==> src/rtl/lighthouse_ootx_decoder_if.sv <==
// OOTX decoder bundle: per-sync-pulse bit input and decoded payload/frame status outputs.
interface lighthouse_ootx_decoder_if;
    logic        ootx_bit;
    logic        ootx_strobe;
    logic [7:0]  out_data;
    logic        out_strobe;
    logic        frame_start;
    logic        frame_done;
    logic        crc_ok;
    logic        frame_error;
    logic [15:0] length;

    modport master (
        output ootx_bit, ootx_strobe,
        input  out_data, out_strobe, frame_start, frame_done, crc_ok, frame_error, length
    );

    modport slave (
        input  ootx_bit, ootx_strobe,
        output out_data, out_strobe, frame_start, frame_done, crc_ok, frame_error, length
    );
endinterface

==> src/rtl/lighthouse_ootx_decoder.sv <==
// Lighthouse OOTX frame decoder: preamble hunt, sync-bit stripping, length/payload
// extraction with byte streaming, and trailing CRC-32 check.
module lighthouse_ootx_decoder #(
    parameter int MAX_LEN = 64
) (
    input logic                      clk,
    input logic                      reset,
    lighthouse_ootx_decoder_if.slave bus
);

    typedef enum logic [1:0] {HUNT, LEN, PAYLOAD, CRC} state_t;

    state_t      state, state_n;
    logic [4:0]  zero_count, zero_count_n;
    logic [15:0] word, word_n;
    logic [4:0]  bit_cnt, bit_cnt_n;
    logic [15:0] word_cnt, word_cnt_n;
    logic [7:0]  byte_idx, byte_idx_n;
    logic [31:0] crc, crc_n;
    logic [15:0] rx_lo, rx_lo_n;
    logic [15:0] emit_word, emit_word_n;
    logic [1:0]  emit_cnt, emit_cnt_n;
    logic [7:0]  out_data_q, out_data_n;
    logic        out_strobe_q, out_strobe_n;
    logic        frame_start_q, frame_start_n;
    logic        frame_done_q, frame_done_n;
    logic        crc_ok_q, crc_ok_n;
    logic        frame_error_q, frame_error_n;
    logic [15:0] length_q, length_n;

    logic [15:0] len_rx;
    logic [15:0] words_needed;
    logic [31:0] rx_crc;

    // Reflected CRC-32/IEEE, one byte, LSB first.
    function automatic logic [31:0] crc32_byte(input logic [31:0] c, input logic [7:0] d);
        logic [31:0] r;
        r = c ^ {24'h0, d};
        for (int i = 0; i < 8; i++)
            r = r[0] ? ((r >> 1) ^ 32'hEDB88320) : (r >> 1);
        return r;
    endfunction

    assign len_rx       = {word[7:0], word[15:8]};
    assign words_needed = 16'((17'(length_q) + 17'd1) >> 1);
    assign rx_crc       = {word[7:0], word[15:8], rx_lo[7:0], rx_lo[15:8]};

    always_comb begin
        state_n       = state;
        zero_count_n  = zero_count;
        word_n        = word;
        bit_cnt_n     = bit_cnt;
        word_cnt_n    = word_cnt;
        byte_idx_n    = byte_idx;
        crc_n         = crc;
        rx_lo_n       = rx_lo;
        emit_word_n   = emit_word;
        emit_cnt_n    = emit_cnt;
        out_data_n    = out_data_q;
        out_strobe_n  = 1'b0;
        frame_start_n = 1'b0;
        frame_done_n  = 1'b0;
        crc_ok_n      = crc_ok_q;
        frame_error_n = 1'b0;
        length_n      = length_q;

        // Byte emission runs between strobes; the pad byte past length is skipped.
        if (emit_cnt != 2'd0) begin
            emit_cnt_n  = emit_cnt - 2'd1;
            emit_word_n = {emit_word[7:0], 8'h00};
            byte_idx_n  = byte_idx + 8'd1;
            if ({8'h00, byte_idx} < length_q) begin
                out_strobe_n = 1'b1;
                out_data_n   = emit_word[15:8];
                crc_n        = crc32_byte(crc, emit_word[15:8]);
            end
        end

        if (bus.ootx_strobe) begin
            if (state == HUNT) begin
                if (!bus.ootx_bit) begin
                    zero_count_n = (zero_count == 5'd17) ? 5'd17 : zero_count + 5'd1;
                end else if (zero_count == 5'd17) begin
                    state_n      = LEN;
                    zero_count_n = 5'd0;
                    bit_cnt_n    = 5'd0;
                    word_cnt_n   = 16'd0;
                    byte_idx_n   = 8'd0;
                    crc_n        = 32'hFFFFFFFF;
                end else begin
                    zero_count_n = 5'd0;
                end
            end else if (bit_cnt != 5'd16) begin
                word_n    = {word[14:0], bus.ootx_bit};
                bit_cnt_n = bit_cnt + 5'd1;
            end else begin
                bit_cnt_n = 5'd0;
                if (!bus.ootx_bit) begin
                    // The bad sync bit is itself a zero toward the next preamble.
                    frame_error_n = 1'b1;
                    state_n       = HUNT;
                    zero_count_n  = 5'd1;
                end else begin
                    case (state)
                        LEN: begin
                            length_n = len_rx;
                            if (len_rx == 16'd0 || len_rx > 16'(MAX_LEN)) begin
                                frame_error_n = 1'b1;
                                state_n       = HUNT;
                                zero_count_n  = 5'd0;
                            end else begin
                                frame_start_n = 1'b1;
                                state_n       = PAYLOAD;
                                word_cnt_n    = 16'd0;
                            end
                        end
                        PAYLOAD: begin
                            emit_word_n = word;
                            emit_cnt_n  = 2'd2;
                            if (word_cnt + 16'd1 == words_needed) begin
                                state_n    = CRC;
                                word_cnt_n = 16'd0;
                            end else begin
                                word_cnt_n = word_cnt + 16'd1;
                            end
                        end
                        default: begin
                            if (word_cnt == 16'd0) begin
                                rx_lo_n    = word;
                                word_cnt_n = 16'd1;
                            end else begin
                                crc_ok_n     = (rx_crc == ~crc);
                                frame_done_n = 1'b1;
                                state_n      = HUNT;
                                zero_count_n = 5'd0;
                            end
                        end
                    endcase
                end
            end
        end
    end

    always_ff @(posedge clk) begin
        if (reset) begin
            state         <= HUNT;
            zero_count    <= 5'd0;
            word          <= 16'd0;
            bit_cnt       <= 5'd0;
            word_cnt      <= 16'd0;
            byte_idx      <= 8'd0;
            crc           <= 32'hFFFFFFFF;
            rx_lo         <= 16'd0;
            emit_word     <= 16'd0;
            emit_cnt      <= 2'd0;
            out_data_q    <= 8'd0;
            out_strobe_q  <= 1'b0;
            frame_start_q <= 1'b0;
            frame_done_q  <= 1'b0;
            crc_ok_q      <= 1'b0;
            frame_error_q <= 1'b0;
            length_q      <= 16'd0;
        end else begin
            state         <= state_n;
            zero_count    <= zero_count_n;
            word          <= word_n;
            bit_cnt       <= bit_cnt_n;
            word_cnt      <= word_cnt_n;
            byte_idx      <= byte_idx_n;
            crc           <= crc_n;
            rx_lo         <= rx_lo_n;
            emit_word     <= emit_word_n;
            emit_cnt      <= emit_cnt_n;
            out_data_q    <= out_data_n;
            out_strobe_q  <= out_strobe_n;
            frame_start_q <= frame_start_n;
            frame_done_q  <= frame_done_n;
            crc_ok_q      <= crc_ok_n;
            frame_error_q <= frame_error_n;
            length_q      <= length_n;
        end
    end

    assign bus.out_data    = out_data_q;
    assign bus.out_strobe  = out_strobe_q;
    assign bus.frame_start = frame_start_q;
    assign bus.frame_done  = frame_done_q;
    assign bus.crc_ok      = crc_ok_q;
    assign bus.frame_error = frame_error_q;
    assign bus.length      = length_q;

endmodule

==> src/flat_wrapper.sv <==
// flat-port wrapper written by rule: the top's interface ports become plain ports
module lighthouse_ootx_decoder_flat 
#(
    parameter int MAX_LEN = 64
)
  (clk, reset, bus_ootx_bit, bus_ootx_strobe, bus_out_data, bus_out_strobe, bus_frame_start, bus_frame_done, bus_crc_ok, bus_frame_error, bus_length);
  lighthouse_ootx_decoder_if bus_i ();
  input logic clk;
  input logic reset;
  input wire logic [$bits(bus_i.ootx_bit)-1:0] bus_ootx_bit;
  input wire logic [$bits(bus_i.ootx_strobe)-1:0] bus_ootx_strobe;
  output wire logic [$bits(bus_i.out_data)-1:0] bus_out_data;
  output wire logic [$bits(bus_i.out_strobe)-1:0] bus_out_strobe;
  output wire logic [$bits(bus_i.frame_start)-1:0] bus_frame_start;
  output wire logic [$bits(bus_i.frame_done)-1:0] bus_frame_done;
  output wire logic [$bits(bus_i.crc_ok)-1:0] bus_crc_ok;
  output wire logic [$bits(bus_i.frame_error)-1:0] bus_frame_error;
  output wire logic [$bits(bus_i.length)-1:0] bus_length;
  assign bus_i.ootx_bit = bus_ootx_bit;
  assign bus_i.ootx_strobe = bus_ootx_strobe;
  assign bus_out_data = bus_i.out_data;
  assign bus_out_strobe = bus_i.out_strobe;
  assign bus_frame_start = bus_i.frame_start;
  assign bus_frame_done = bus_i.frame_done;
  assign bus_crc_ok = bus_i.crc_ok;
  assign bus_frame_error = bus_i.frame_error;
  assign bus_length = bus_i.length;
  lighthouse_ootx_decoder #(.MAX_LEN(MAX_LEN)) u_core (.clk(clk), .reset(reset), .bus(bus_i));
endmodule
==> config.mk <==
export PLATFORM = sky130hd
export DESIGN_NAME = lighthouse_ootx_decoder_flat
export DESIGN_NICKNAME = d
export VERILOG_FILES = /design/src/rtl/lighthouse_ootx_decoder_if.sv /design/src/rtl/lighthouse_ootx_decoder.sv /design/src/flat_wrapper.sv
export SDC_FILE = /design/constraint.sdc
export NUM_CORES = 1
export LEC_CHECK = 0
export ABC_AREA = 1
export CAP_MARGIN = 20
export CORE_MARGIN = 4
export CORE_UTILIZATION = 40
export DETAILED_ROUTE_END_ITERATION = 16
export GPL_ROUTABILITY_DRIVEN = 0
export GPL_TIMING_DRIVEN = 0
export PLACE_DENSITY = 0.54
export SETUP_SLACK_MARGIN = 0.5
export SKIP_LAST_GASP = 1
export SLEW_MARGIN = 20
export SYNTH_ARGS = -nofsm -noshare
export SYNTH_HDL_FRONTEND = slang
export SYNTH_SLANG_ARGS = --single-unit
==> constraint.sdc <==
create_clock -name clk -period 4.7 [get_ports clk]
set_input_delay 0.47 -clock clk [delete_from_list [all_inputs] [get_ports clk]]
set_output_delay 0.47 -clock clk [all_outputs]
set_load 0.01 [all_outputs]
==> metrics.cfg <==
[status]
status=complete, no violations

[drt]
drt_iter0_drc=414
drt_wl_total_mm=25.4
m1WireLength_mm=12.5
drcViolationCount=0
wl_met2_mm=11.2
vias_per_cell=5.19
ant_nets=0
dr_total_vias=7914
highest_layer=met4
drt_pass1_iterations=5
wl_per_cell_um=16.6
route.met3.wl_mm=1.05

[global_routing]
grt_max_degree=18
grt_pass1_wl_mm=40.4
grt_pass1_vias=7256
antenna_found_initial=0
grt_usage_pct=21.8
grt_overflow_total=0

[sta]
setup_viol=0
post-route-period-util_pct=61.4
rsz0062_at_grt=no
fin_skew_ns=0.0121
max_freq_mhz=346
slew_headroom_pct=38.8
drv_slew=0
final.min_clock_period_ns=2.89
hold_slack_ns=0.466
hold_violations=0
setup-tns-final_ns=0
tightest_slew_ns=0.917

[power_and_ir_drop]
pwr-share-comb_pct=11.9
pwr-share-seq_pct=42.5
p_per_area_nw_per_um2=325
power.share.switching_pct=30.8
vdd_drop_max_v=0.000267
power_leakage_nw=3.82
power_switching_uw=960
power_frac_clock_pct=45.6
intPower_mw=2.16

[worst_setup_path]
worstSetupPathType=flop to flop
start_kind=flop
worst_ep_arrival_time_ns=3.20
cp_max_fo=10
r2r_cells=11
cp.required_ns=5.01
critPathCaptureType=flop

[clock_tree]
cts_setup_buffers=0
tritoncts=built
clock-sinks=147
clock_latency_ns=0.44
htree_levels=4
holdBufCountCts=0
clock_path_buffers=2
cts-buffers-inserted=17
post_cts_resized=0
clkTransAtPathRegs_ns=0.07
cts_root_buf=clkbuf_16

[finish]
areaGrowthSynthToFinish_pct=15.2
nNetsFinal=1265
final_util_pct=47.1
multiInputGateArea_um2=4750
seq_area_um2=2940
drive_gt1_share_pct=5.41
insertedDiodeCount=0
fillCellCount=2064

[synthesis]
ys_ff_latch=147
synth_area_um2=8330
synth_warnings=0
synth_common_cells=262 x nand2_1, 147 x dfxtp_1, 129 x a21oi_1
yosysUniqueCellTypes=39
synth_fp_nets=1215
synth.most_common_cell=nand2_1
netlist_instances=1193
synth_edf_count=0
synth_top_area_cell=dfxtp_1
synth_area_per_cell_um2=6.98
synthArstFlopShare_pct=0
synth.area.top_cells=dfxtp_1 35%, nand2_1 12%, a21oi_1 7.8%
synth_top_area_share_pct=35.3
yosys_most_used_dff=dfxtp_1
synth.yosys.seq_area_share_pct=35.3

[floorplan]
coreArea_um2=20400
start_util_pct=40.9
die_x_um=152
ios=33
die_h_um=152
dieArea_um2=23200
placementRows=52

[worst_hold_path]
hold_depth=2
min_path_type=flop to flop

[place]
numPortBuffers=31
hpwlAfterDp_mm=19.7

[run]
max-cap-violations=0

-- power groups by stage --
stage | Sequential (mW) | Combinational [mW] | Clock (mW)
6_report | 1.33 | 0.371 | 1.42
5_1_grt | 1.33 | 0.418 | 1.50
4_1_cts | 1.32 | 0.369 | 1.44
3_5_place_dp | 1.35 | 0.368 | 0
3_3_place_gp | 1.35 | 0.367 | 0
2_1_floorplan | 1.33 | 0.261 | 0
-- layout by cell type (no fill, tap or decap), drive strengths merged, types with 6 or more instances in the layout --
cell type      instances
dfxtp                147
o21ai                118
xor2                  70
nor2                  81
xnor2                 37
nand2                264
nor4                   6
or2                    6
nand4                 32
inv                  127
nand3                 80
clkbuf                50
clkdlybuf4s50         31
clkinv                 8
nor3                  20
a21oi                129
buf                    8
ha                    18
o211ai                 8
-- flip-flops by register name, summed over array words and instances, names as in the netlist, 2 cells and up --
signal,count
u_core.bit_cnt,5
u_core.bus.length,16
u_core.bus.out_data,8
u_core.byte_idx,8
u_core.crc,32
u_core.emit_cnt,2
u_core.emit_word,16
u_core.rx_lo,16
u_core.state,2
u_core.word,16
u_core.word_cnt,16
u_core.zero_count,5
-- cell families after synthesis --
kind of cell	count (synthesis)	share of synthesized area (%)
compound gates	265	16.5
xor+xnor	107	12.3
fa+ha+maj	18	2.70
buf+inv	162	7.63
flops	147	35.3
simple gates	494	25.6
-- final timing paths --
path,from,to,slack [ns]
worst max-delay path,u_core.bus.length[3]$_SDFFE_PP0P_,u_core.crc[6]$_SDFF_PP1_,1.81
worst min register to register,u_core.zero_count[3]$_SDFFE_PP0P_,u_core.zero_count[3]$_SDFFE_PP0P_,0.47
worst min-delay path,u_core.zero_count[3]$_SDFFE_PP0P_,u_core.zero_count[3]$_SDFFE_PP0P_,0.47
worst max register to register,u_core.bus.length[3]$_SDFFE_PP0P_,u_core.crc[6]$_SDFF_PP1_,1.81
-- metrics by stage --
step | cell area, µm² | total power, mW | worst slack [ns] | cells
floorplan | 8330 | 1.59 | 2.50 | 1193
detailed placement | 8970 | 1.72 | 1.78 | 1494
finish | 9590 | 3.12 | 1.81 | 1526
global route | 9590 | 3.24 | 1.57 | 1526
global placement | 8970 | 1.72 | 1.79 | 1494
CTS | 9590 | 3.14 | 1.85 | 1526
-- final cells by class --
type                       instances  share of cell area (%)
inverter                         121                    4.76
tap                              270                    3.52
clock inverter                    15                    1.97
timing repair buffer              31                    3.24
buffer                            41                    1.87
sequential                       147                    30.7
clock buffer                      17                    4.44
multi-input combinational        884                    49.5
-- critical path, cell delays in order (launching register included) --
cell	delay (ns)
dfxtp_1	0.46
inv_2	0.10
ha_1	0.32
a21oi_1	0.14
nand2_1	0.07
nand4_1	0.07
o211ai_1	0.10
a21oi_1	0.72
inv_4	0.18
clkbuf_1	0.32
a21oi_1	0.20
o21ai_1	0.08
-- layer usage --
metal / up-vias / track usage [%]
met1: 3649 / 30.8
met2: 170 / 33.8
met4: 0 / 7.53
met5: - / 0
met3: 42 / 3.44
li1: 4053 / -
Note: power is estimated with default switching activity, not from simulation.
